## src/rtl/ov5640_cfg_ctrl.sv

```systemverilog
// OV5640 register-table sequencer: after power-up it walks the ROM table and
// issues each 16-bit-address/8-bit-data write to the SCCB master, with soft-reset settle and NACK retry.
module ov5640_cfg_ctrl #(
    parameter int REG_NUM   = 252,
    parameter int IDX_W     = 8,
    parameter int START_DLY = 20000,
    parameter int RST_DLY   = 50000,
    parameter int MAX_RETRY = 3
) (
    input  logic             sclk,
    input  logic             s_rst_n,
    input  logic             power_done,
    output logic [IDX_W-1:0] tbl_idx,
    input  logic [23:0]      tbl_data,
    output logic             wr_req,
    output logic [15:0]      wr_addr,
    output logic [7:0]       wr_data,
    input  logic             wr_ack,
    input  logic             wr_nack,
    output logic             cfg_done,
    output logic             cfg_err
);

    localparam int MAX_DLY = (START_DLY > RST_DLY) ? START_DLY : RST_DLY;
    localparam int CNT_W   = $clog2(MAX_DLY + 1);
    localparam int RTY_W   = $clog2(MAX_RETRY + 1);

    typedef enum logic [2:0] {
        S_IDLE, S_WAIT, S_FETCH, S_REQ, S_DELAY, S_DONE, S_ERR
    } state_t;

    state_t           state, state_nx;
    logic [CNT_W-1:0] dly_cnt, dly_cnt_nx;
    logic [RTY_W-1:0] rty_cnt, rty_nx, rty_inc;
    logic [IDX_W-1:0] idx_nx;
    logic [15:0]      addr_nx;
    logic [7:0]       data_nx;
    logic             req_nx, done_nx, err_nx;
    logic             start_end, rst_end, last_entry, soft_rst, rty_limit, got_nack, got_ack;

    assign start_end  = (dly_cnt == CNT_W'(START_DLY - 1));
    assign rst_end    = (dly_cnt == CNT_W'(RST_DLY - 1));
    assign last_entry = (tbl_idx == IDX_W'(REG_NUM - 1));
    // The latched request, not the live table word, decides whether to settle.
    assign soft_rst   = (wr_addr == 16'h3008) && wr_data[7];
    assign rty_inc    = rty_cnt + 1'b1;
    assign rty_limit  = (rty_inc == RTY_W'(MAX_RETRY));
    // A simultaneous ack and nack counts as a nack.
    assign got_nack   = wr_nack;
    assign got_ack    = wr_ack && !wr_nack;

    always_ff @(posedge sclk or negedge s_rst_n) begin
        if (!s_rst_n) begin
            state    <= S_IDLE;
            dly_cnt  <= '0;
            rty_cnt  <= '0;
            tbl_idx  <= '0;
            wr_addr  <= '0;
            wr_data  <= '0;
            wr_req   <= 1'b0;
            cfg_done <= 1'b0;
            cfg_err  <= 1'b0;
        end else begin
            state    <= state_nx;
            dly_cnt  <= dly_cnt_nx;
            rty_cnt  <= rty_nx;
            tbl_idx  <= idx_nx;
            wr_addr  <= addr_nx;
            wr_data  <= data_nx;
            wr_req   <= req_nx;
            cfg_done <= done_nx;
            cfg_err  <= err_nx;
        end
    end

    always_comb begin
        state_nx = state;
        if (!power_done) begin
            state_nx = S_IDLE;
        end else begin
            case (state)
                S_IDLE:  state_nx = S_WAIT;
                S_WAIT:  if (start_end) state_nx = S_FETCH;
                S_FETCH: state_nx = S_REQ;
                S_REQ: begin
                    if (got_nack)
                        state_nx = rty_limit ? S_ERR : S_FETCH;
                    else if (got_ack)
                        state_nx = soft_rst ? S_DELAY : (last_entry ? S_DONE : S_FETCH);
                end
                S_DELAY: if (rst_end) state_nx = last_entry ? S_DONE : S_FETCH;
                S_DONE:  state_nx = S_DONE;
                S_ERR:   state_nx = S_ERR;
                default: state_nx = S_IDLE;
            endcase
        end
    end

    // Next values for every registered output and counter.
    always_comb begin
        dly_cnt_nx = dly_cnt;
        rty_nx     = rty_cnt;
        idx_nx     = tbl_idx;
        addr_nx    = wr_addr;
        data_nx    = wr_data;
        if (!power_done) begin
            dly_cnt_nx = '0;
            rty_nx     = '0;
            idx_nx     = '0;
            addr_nx    = '0;
            data_nx    = '0;
        end else begin
            case (state)
                S_WAIT: dly_cnt_nx = start_end ? '0 : dly_cnt + 1'b1;
                S_FETCH: begin
                    addr_nx = tbl_data[23:8];
                    data_nx = tbl_data[7:0];
                end
                S_REQ: begin
                    if (got_nack) begin
                        rty_nx = rty_inc;
                    end else if (got_ack) begin
                        rty_nx = '0;
                        if (soft_rst)        dly_cnt_nx = '0;
                        else if (!last_entry) idx_nx    = tbl_idx + 1'b1;
                    end
                end
                S_DELAY: begin
                    if (rst_end) begin
                        dly_cnt_nx = '0;
                        if (!last_entry) idx_nx = tbl_idx + 1'b1;
                    end else begin
                        dly_cnt_nx = dly_cnt + 1'b1;
                    end
                end
                default: ;
            endcase
        end
        req_nx  = (state_nx == S_REQ);
        done_nx = (state_nx == S_DONE);
        err_nx  = (state_nx == S_ERR);
    end

endmodule

```

## config.mk

```make
export PLATFORM = sky130hd
export DESIGN_NAME = ov5640_cfg_ctrl
export DESIGN_NICKNAME = d
export VERILOG_FILES = /design/src/rtl/ov5640_cfg_ctrl.sv
export SDC_FILE = /design/constraint.sdc
export NUM_CORES = 1
export LEC_CHECK = 0
export CAP_MARGIN = 20
export CELL_PAD_IN_SITES_DETAIL_PLACEMENT = 0
export CELL_PAD_IN_SITES_GLOBAL_PLACEMENT = 1
export CORE_MARGIN = 5
export CORE_UTILIZATION = 41
export CTS_CLUSTER_DIAMETER = 80
export DETAILED_ROUTE_END_ITERATION = 8
export PLACE_DENSITY_LB_ADDON = 0.1
export SYNTH_ARGS = -nofsm -noshare
export SYNTH_HDL_FRONTEND = slang
export SYNTH_SLANG_ARGS = --single-unit
```

## constraint.sdc

```tcl
create_clock -name sclk -period 4.6 [get_ports sclk]
set_input_delay 0.92 -clock sclk [delete_from_list [all_inputs] [get_ports sclk]]
set_output_delay 0.92 -clock sclk [all_outputs]
set_load 0.02 [all_outputs]
```

==> reports/qor.csv, run 1 <==
metric;value;unit
status;finished clean;
die area;0.009013;mm^2
EDFF count, synth;0;
Post-synth ARST share;1.000;
Nets;413;
detailed-route wire length;7135;um
Worst-path clk slew;0.10;ns
Via density;5.282;
peak supply drop;0.1218;mV
class of the most critical setup path;in2reg;
dpl cells;473;
vias in the first global route;2464;
CP arrival;3.00;ns
slowest CP cell;a31oi_1;
slowest cell delay on critical path;0.55;ns
Mapped Avg Cell Area;9.186;um^2
Layout Cells excl Fill;479;
CTS Buf Count;5;
Min-Delay Path Depth;2;
Min-Delay Path Class;reg2reg;
most numerous cell in the Yosys netlist;nand2_1;
yosys warns;0;
drt pass-1 iters;4;
Setup crit end kind;flop;
hold endpoint;wr_data[6];
CP max FO;38;
sequential share of the synthesized area;0.4738;
Iter 0 DRT Violations;110;
Antenna diodes;0;
total of max-cap violations;0;
area fraction of the dominant cell type after synthesis;0.4738;
reg2reg start;dly_cnt[5];
Die Y;94.94;um
Max-slew headroom;0.4449;
fillcell total;712;
fin crit share;0.6158;
final setup fails;0;
critical path required time;4.77;ns
first-pass GRT wire length;12230;um
FF-to-FF path depth;6;
worst-path cell chain;clkdlybuf4s50_1 > buf_4 > o21ai_0 > a31oi_1 > buf_4 > nor2_1 > mux2i_1 > o21ai_0;
antenna-violating nets left;0;
synth-to-layout area growth;27.79;%
Clock Sinks;56;
FMAX;353.0;MHz
core footprint;0.007137;mm^2
GPL Wtd Cong;0.7652;
max-slew violations;0;
RSZ-0062 raised after global routing;false;
# DRC;0;
H-tree Lvls;2;
GRT Total Usage;0.1710;
worst reg2reg setup slack;2.27;ns
post-CTS setup buffers;0;
actual slew at the worst max-slew pin;0.8327;ns
dpl hpwl;4913;um
clock latency on the worst-skew pair;0.30;ns
Final Hold Fails;0;
Synth Cell Area;0.002958;mm^2
Initial Utilization;0.4144;
area leader, netlist;dfrtp_1;
Tot Pwr;877.7;uW
root buf cell;clkbuf_8;
initial antenna violation count;0;
GRT overflow;0;
post-DR wirelength/cell;14.90;um
Layout Skew;0.007328;ns
share of cells above drive strength 1;0.06053;
I/O pins;64;
setup_tns;0;ns
# rows;31;
Util after Layout;0.5296;
Die W;94.94;um
cell count after synthesis;322;
Area contributors post-synth;dfrtp_1, nand2_1, a21boi_0;
PD cells;232.2;mW/mm^2
Leak;0.001492;uW
#FFs+latches synth;56;
Worst Setup Start Kind;input pin;
largest net degree at the start of global routing;57;
net count after synthesis;354;
count of cell types in the netlist;47;
post_cts resized;0;
hold buffers post-CTS;0;
clk buf depth;2;
CTS tree;built;
hold_sp;wr_data[6];
Post-synth top cells;nand2_1, dfrtp_1, a21boi_0, nor2_1, o21ai_0;
Final min period;2.833;ns
Port Buffer Count;63;
DR vias;2530;
Top FF cell, synth;dfrtp_1;
RR Endpoint;dly_cnt[10];
==> placed cells by master (no fill, tap or decap), drive strengths merged, types with 2 or more instances in the layout <==
master         Yosys  routed
clkbuf            11       5
a21oi              7       7
nand2             74      74
xnor2              5       5
ha                 3       3
o21ai             18      18
o21a               2       2
nand3             10      10
o31ai              3       3
o311ai             3       3
inv                7       7
or3                3       3
nor3               6       6
and3               4       4
a21o               6       6
clkdlybuf4s50      0      62
and4bb             2       2
and2               7       7
nor2b              3       3
dfrtp             56      56
nand4              7       7
and4               3       3
mux2i              3       3
nor2              20      20
a22o               6       6
or4                3       3
nor4b              3       3
buf                4       5
a21boi            26      26
a31oi              3       3
o2111ai            2       2
and4b              3       3
==> routing by layer <==
metal,vias to the layer above,part of all wire,GRT usage,routed length [um]
li1,1253,-,-,-
met5,-,0,0,0
met2,61,0.45,0.2525,3197
met4,0,0.0074,0.03966,53
met3,4,0.070,0.05896,498
met1,1212,0.47,0.2411,3385
==> final cells by class <==
cell class	count	area, um^2	area share
clock inverters	1	30.03	0.007944
inverters	7	26.28	0.006951
well taps	99	123.9	0.03277
multi-input cells	244	1474	0.3899
repair buffers	67	655.6	0.1735
clock buffers	5	68.82	0.01821
flip-flops and latches	56	1401	0.3707
==> worst max-delay path, delay by kind of cell <==
kind                   cells  cell delay [ns]
AO/OA/AOI/OAI              3             0.78
buffers and inverters      3             1.09
multiplexers               1             0.13
AND/OR/NAND/NOR            1             0.07
==> logic make-up after synthesis <==
family          Yosys count  synth area share
simple gates            153            0.2673
compound gates           80            0.1916
flops                    56            0.4738
buf+inv                  22           0.02961
xor+xnor                  5           0.01480
mux                       3           0.01015
fa+ha+maj                 3           0.01269
==> power breakdown <==
| part | leakage, uW | switching (uW) | internal [uW] |
|---|---|---|---|
| combinational | 0.000664 | 32.2 | 32.8 |
| sequential | 0.000778 | 5.47 | 495 |
| clock | 0.0000501 | 155 | 157 |
==> worst max path at each step <==
stage	start	to	slack (ns)
4_1_cts	power_done	dly_cnt[14]	1.72
6_report	power_done	dly_cnt[14]	1.77
2_1_floorplan	wr_ack	tbl_idx[7]	2.38
3_3_place_gp	power_done	dly_cnt[11]	1.48
5_1_grt	power_done	dly_cnt[8]	1.58
3_5_place_dp	power_done	dly_cnt[14]	1.37
==> flip-flops by register name, summed over array words and instances, names as in the netlist <==
name,cells
state,3
wr_data,8
wr_req,1
cfg_err,1
rty_cnt,2
tbl_idx,8
wr_addr,16
dly_cnt,16
cfg_done,1
==> per-stage QoR <==
step | cell area [um^2] | setup slack [ns] | hold WS, ns
global placement | 3681 | 1.476 | 0.5226
finish | 3780 | 1.767 | 0.5384
global route | 3780 | 1.581 | 0.5746
detailed placement | 3681 | 1.371 | 0.5291
floorplan | 2958 | 2.377 | 0.4896
CTS | 3780 | 1.720 | 0.5448
Note: power is estimated with default switching activity, not from simulation.
==> run 2, diff against run 1 <==
--- a/config.mk
+++ b/config.mk
@@ -9,7 +9,7 @@
 export CELL_PAD_IN_SITES_DETAIL_PLACEMENT = 0
 export CELL_PAD_IN_SITES_GLOBAL_PLACEMENT = 1
 export CORE_MARGIN = 5
-export CORE_UTILIZATION = 41
+export CORE_UTILIZATION = 38
 export CTS_CLUSTER_DIAMETER = 80
 export DETAILED_ROUTE_END_ITERATION = 8
 export PLACE_DENSITY_LB_ADDON = 0.1
==> constraint.sdc (replaced) <==
create_clock -name sclk -period 2.79 [get_ports sclk]
set_input_delay 0.558 -clock sclk [delete_from_list [all_inputs] [get_ports sclk]]
set_output_delay 0.558 -clock sclk [all_outputs]
set_load 0.02 [all_outputs]
==> reports/qor.csv, run 2 (synthesized netlist as in run 1, its figures left out) <==
metric;value;unit;change
status;finished clean;;
Initial Utilization;0.3868;;-0.02767
dpl hpwl;5345;um;+8.8%
Worst-path clk slew;0.11;ns;about the same
# DRC;0;;unchanged
share of cells above drive strength 1;0.06789;;+0.007359
dpl cells;477;;+0.85%
first-pass GRT wire length;12940;um;+5.8%
I/O pins;64;;unchanged
Setup crit end kind;flop;;
GPL Wtd Cong;0.7732;;+1.0%
Hold Slack;0.2683;ns;-0.2702 ns
Min-Delay Path Class;in2async;;
FMAX;427.1;MHz;
slowest cell delay on critical path;0.54;ns;about the same
placed instance area;0.003705;mm^2;+0.65%
Layout Cells excl Fill;485;;+1.3%
RSZ-0062 raised after global routing;false;;
# rows;32;;+3.2%
Final min period;2.341;ns;
crit path from;wr_nack;;
slowest CP cell;clkdlybuf4s50_1;;
largest net degree at the start of global routing;37;;-35%
PD cells;376.1;mW/mm^2;+62%
commonest cells after routing, fill and taps aside;nand2_1, clkdlybuf4s50_1, dfrtp_1;;
CTS tree;built;;
root buf cell;clkbuf_8;;
core footprint;0.007647;mm^2;+7.2%
Final Hold Fails;0;;unchanged
die area;0.009648;mm^2;+7.1%
Port Buffer Count;63;;unchanged
DR vias;2504;;-1.0%
setup_tns;0;ns;unchanged
CP arrival;2.51;ns;-0.49 ns
Worst Setup Start Kind;input pin;;
worst path bufs/invs;2;;-1
commonest non-fill, non-tap cell in the layout;nand2_1;;
Die Y;98.23;um;+3.5%
GRT Total Usage;0.1601;;-0.01086
drt pass-1 iters;4;;unchanged
H-tree Lvls;2;;unchanged
clock latency on the worst-skew pair;0.31;ns;about the same
class of the most critical setup path;in2reg;;
critical path required time;2.96;ns;-1.81 ns
Max-slew headroom;0.4265;;-0.01837
total of max-cap violations;0;;unchanged
initial antenna violation count;0;;unchanged
fin crit share;0.8391;;
worst-path cell chain;clkdlybuf4s50_1 > nor2b_1 > and3_1 > a31oi_1 > buf_4 > nor2_1 > mux2i_1 > o21ai_0;;
cell area after layout;0.003805;mm^2;+0.66%
actual slew at the worst max-slew pin;0.8602;ns;+0.02756 ns
hold buffers post-CTS;0;;unchanged
CP max FO;14;;-63%
CP delay by family, top;buffers and inverters;;
clk buf depth;2;;unchanged
Antenna diodes;0;;unchanged
GRT overflow;0;;unchanged
post-CTS setup buffers;0;;unchanged
Nets;414;;+0.24%
detailed-route wire length;7471;um;+4.7%
Die W;98.23;um;+3.5%
Regs by FF count;dly_cnt: 16 flops, wr_addr: 16 flops;;
antenna-violating nets left;0;;unchanged
final setup fails;0;;unchanged
Iter 0 DRT Violations;85;;-23%
reg2reg start;dly_cnt[7];;
vias in the first global route;2571;;+4.3%
Clock Sinks;56;;unchanged
Via density;5.163;;-2.3%
peak supply drop;0.1571;mV;+29%
Layout Skew;0.006497;ns;-0.0008301 ns
post-DR wirelength/cell;15.40;um;+3.4%
Tot Pwr;1431;uW;+63%
post_cts resized;0;;unchanged
CTS Buf Count;5;;unchanged
Leak;0.001504;uW;+0.78%
synth-to-layout area growth;28.64;%;
max-slew violations;0;;unchanged
==> run 2: changes by cell type in the layout (fill, tap and decap cells not counted), sizes merged <==
cell / previous run / this run
clkbuf: 5 / 6
buf: 5 / 6
bufinv: 1 / 0
inv: 7 / 9
==> run 2: worst paths after layout <==
check / to / slack (ns) / cells past startpoint
setup reg to reg: dly_cnt[9] / 0.49 / 7
max in group asynchronous: tbl_idx[4] / 1.93 / 2
setup / recovery: dly_cnt[11] / 0.45 / 8
min in group sclk: wr_data[3] / 0.54 / 2
hold / removal: wr_addr[11] / 0.27 / 1
hold reg to reg: wr_data[3] / 0.54 / 2
==> run 2: area by class of cell <==
class / count / area, um^2
Fill cell: 738 / 3842
Multi-Input combinational cell: 244 / 1474
Sequential cell: 56 / 1401
Timing Repair Buffer: 68 / 675.6
Tap cell: 102 / 127.6
Clock buffer: 6 / 82.58
Inverter: 7 / 26.28
Clock inverter: 2 / 17.52
==> run 2: metal layers <==
metal | vias to the layer above | wire length [um] | GRT usage
li1 | 1251 | - | -
met1 | 1211 | 3469 | 0.2181
met2 | 38 | 3647 | 0.2660
met3 | 4 | 301 | 0.03357
met4 | 0 | 53 | 0.03046
met5 | - | 0 | 0
==> run 2: power by group <==
part	leakage [uW]	total [uW]	internal, uW	switching [uW]
Clock	0.0000522	494	209	285
Sequential	0.000778	826	817	8.62
Combinational	0.000674	111	57.1	54.2
Total	0.00150	1430	1080	348
==> run 2: worst reg2reg max path: stages (launching register included) <==
cell	delay (ns)
dfrtp_1	0.49
nor4b_4	0.35
and4b_1	0.31
a21oi_1	0.10
o21bai_1	0.46
nor2_1	0.08
buf_4	0.19
a22o_1	0.21
==> run 2: metrics by stage <==
stage	setup WS, ns	utilization
2_1_floorplan	0.8024	-
3_3_place_gp	0.1639	0.4845
5_1_grt	0.2554	0.4975
6_report	0.4489	0.4975
3_5_place_dp	0.1013	0.4845
4_1_cts	0.4383	0.4975
==> run 3, diff against run 2 <==
--- a/config.mk
+++ b/config.mk
@@ -9,7 +9,7 @@
 export CELL_PAD_IN_SITES_DETAIL_PLACEMENT = 0
 export CELL_PAD_IN_SITES_GLOBAL_PLACEMENT = 1
 export CORE_MARGIN = 5
-export CORE_UTILIZATION = 38
+export CORE_UTILIZATION = 34
 export CTS_CLUSTER_DIAMETER = 80
 export DETAILED_ROUTE_END_ITERATION = 8
 export PLACE_DENSITY_LB_ADDON = 0.1
==> constraint.sdc (replaced) <==
create_clock -name sclk -period 2.1 [get_ports sclk]
set_input_delay 0.42 -clock sclk [delete_from_list [all_inputs] [get_ports sclk]]
set_output_delay 0.42 -clock sclk [all_outputs]
set_load 0.02 [all_outputs]
==> reports/qor.csv, run 3 (synthesized netlist as in run 1, its figures left out) <==
metric;value;unit;change
initial antenna violation count;0;;unchanged
Regs by FF count;dly_cnt: 16 flops, wr_addr: 16 flops;;
CP arrival;2.28;ns;-0.23 ns
crit path from;wr_addr[6];;
# DRC;0;;unchanged
clock network fraction of total power;0.327;;-0.018
drt pass-1 iters;6;;+2
hold buffers post-CTS;0;;unchanged
Iter 0 DRT Violations;81;;-4.7%
peak supply drop;0.2671;mV;+70%
commonest non-fill, non-tap cell in the layout;nand2_1;;
Setup crit end kind;flop;;
GRT Total Usage;0.1561;;-0.004060
Combinational Power Share;0.103;;+0.025
Final Hold Fails;0;;unchanged
Die W;103.3;um;+5.1%
class of the most critical setup path;reg2reg;;
Sw Pwr;453.3;uW;+30%
reg2reg start;wr_addr[6];;
post-DR wirelength/cell;15.06;um;-2.2%
GRT overflow;0;;unchanged
CP max FO;3;;-11
Initial Utilization;0.3442;;-0.04258
Worst-path clk slew;0.10;ns;about the same
Port Buffer Count;63;;unchanged
I/O pins;64;;unchanged
DR vias;2624;;+4.8%
antenna-violating nets left;0;;unchanged
root buf cell;clkbuf_8;;
clock latency on the worst-skew pair;0.31;ns;about the same
CTS Buf Count;5;;unchanged
Layout Cells excl Fill;528;;+8.9%
Nets;451;;+8.9%
CTS tree;built;;
largest net degree at the start of global routing;57;;+54%
H-tree Lvls;2;;unchanged
fin crit share;0.9870;;
vias in the first global route;2672;;+3.9%
detailed-route wire length;7952;um;+6.4%
Pint;1465;uW;+35%
critical path required time;2.31;ns;-0.65 ns
final setup fails;0;;unchanged
Leak;0.001703;uW;+13%
Via density;4.970;;-3.7%
commonest cells after routing, fill and taps aside;nand2_1, clkdlybuf4s50_1, dfrtp_1;;
status;finished clean;;
Final min period;2.073;ns;
switching share of power;0.2363;;-0.006690
Max-slew headroom;0.7432;;+0.3167
Util after Layout;0.4884;;-0.009194
Seq pwr share;0.570;;-0.007
dpl cells;512;;+7.3%
FMAX;482.5;MHz;
actual slew at the worst max-slew pin;0.3811;ns;-0.4791 ns
die area;0.01066;mm^2;+11%
max-slew violations;0;;unchanged
fillcell total;835;;+13%
Antenna diodes;0;;unchanged
# rows;34;;+6.3%
dpl hpwl;5558;um;+4.0%
GPL Wtd Cong;0.7970;;+3.1%
Layout Skew;0.007752;ns;+0.001254 ns
core footprint;0.008593;mm^2;+12%
synth-to-layout area growth;41.88;%;
Clock Sinks;56;;unchanged
worst reg2reg setup slack;0.03;ns;-0.46 ns
Min-Delay Path Class;in2async;;
PD cells;457.1;mW/mm^2;+22%
Worst Setup Start Kind;flop;;
first-pass GRT wire length;13270;um;+2.5%
share of cells above drive strength 1;0.1833;;+0.1154
RSZ-0062 raised after global routing;true;;
Die Y;103.3;um;+5.1%
total of max-cap violations;0;;unchanged
clk buf depth;2;;unchanged
==> run 3: what timing repair did <==
item                       4_1_cts  5_1_grt
pin swaps                        1       12
resized for setup                6       24
gates cloned                     0        0
setup buffers                    4        4
setup endpoints to repair       12       21
==> run 3: area by class of cell <==
cell class                 count  area, um^2  area share
tap                          108       135.1     0.03220
timing repair buffer         105       972.2      0.2317
inverter                       7       26.28    0.006261
clock buffer                   7       86.33     0.02057
sequential                    56        1401      0.3339
clock inverter                 1       7.507    0.001789
multi-input combinational    244        1568      0.3736
==> run 3: layer usage <==
layer  GRT usage  up-vias  routed length (um)
met1      0.2136     1240                3774
li1            -     1324                   -
met2      0.2368       50                3547
met5           0        -                   0
met3     0.05567       10                 539
met4     0.03785        0                  91
==> run 3: path summary, 6_finish.rpt <==
check,to,depth (start not counted)
min in group sclk,wr_data[2],2
max in group asynchronous,tbl_idx[2],2
hold reg to reg,wr_data[2],2
hold / removal,dly_cnt[12],2
setup / recovery,tbl_idx[2],7
setup reg to reg,tbl_idx[2],7
==> run 3: critical path, stage by stage, from the launching register on <==
cell,delay [ns]
dfrtp_1,0.40
or4b_4,0.55
nor3_4,0.30
a21oi_2,0.13
buf_4,0.16
o211ai_1,0.18
xnor2_1,0.09
and2_1,0.16
==> run 3: through the flow <==
stage	hold slack, ns	setup TNS, ns	total power (uW)	cell area, um^2	setup WS [ns]
2_1_floorplan	0.1244	0	1170	2958	0.1124
3_3_place_gp	0.4536	-3.149	1291	3930	-0.1960
5_1_grt	0.1184	-0.5632	2003	4197	-0.06946
3_5_place_dp	0.4495	-3.223	1291	3930	-0.2191
4_1_cts	0.1020	0	1936	4078	0.002360
6_report	0.09176	0	1918	4197	0.02740
==> run 3: power groups by stage <==
stage / registers (uW) / clock network (uW) / logic, uW
2_1_floorplan: 1110 / 0 / 55.7
3_3_place_gp: 1110 / 0 / 177
3_5_place_dp: 1110 / 0 / 177
4_1_cts: 1090 / 655 / 190
5_1_grt: 1100 / 688 / 218
6_report: 1090 / 627 / 197
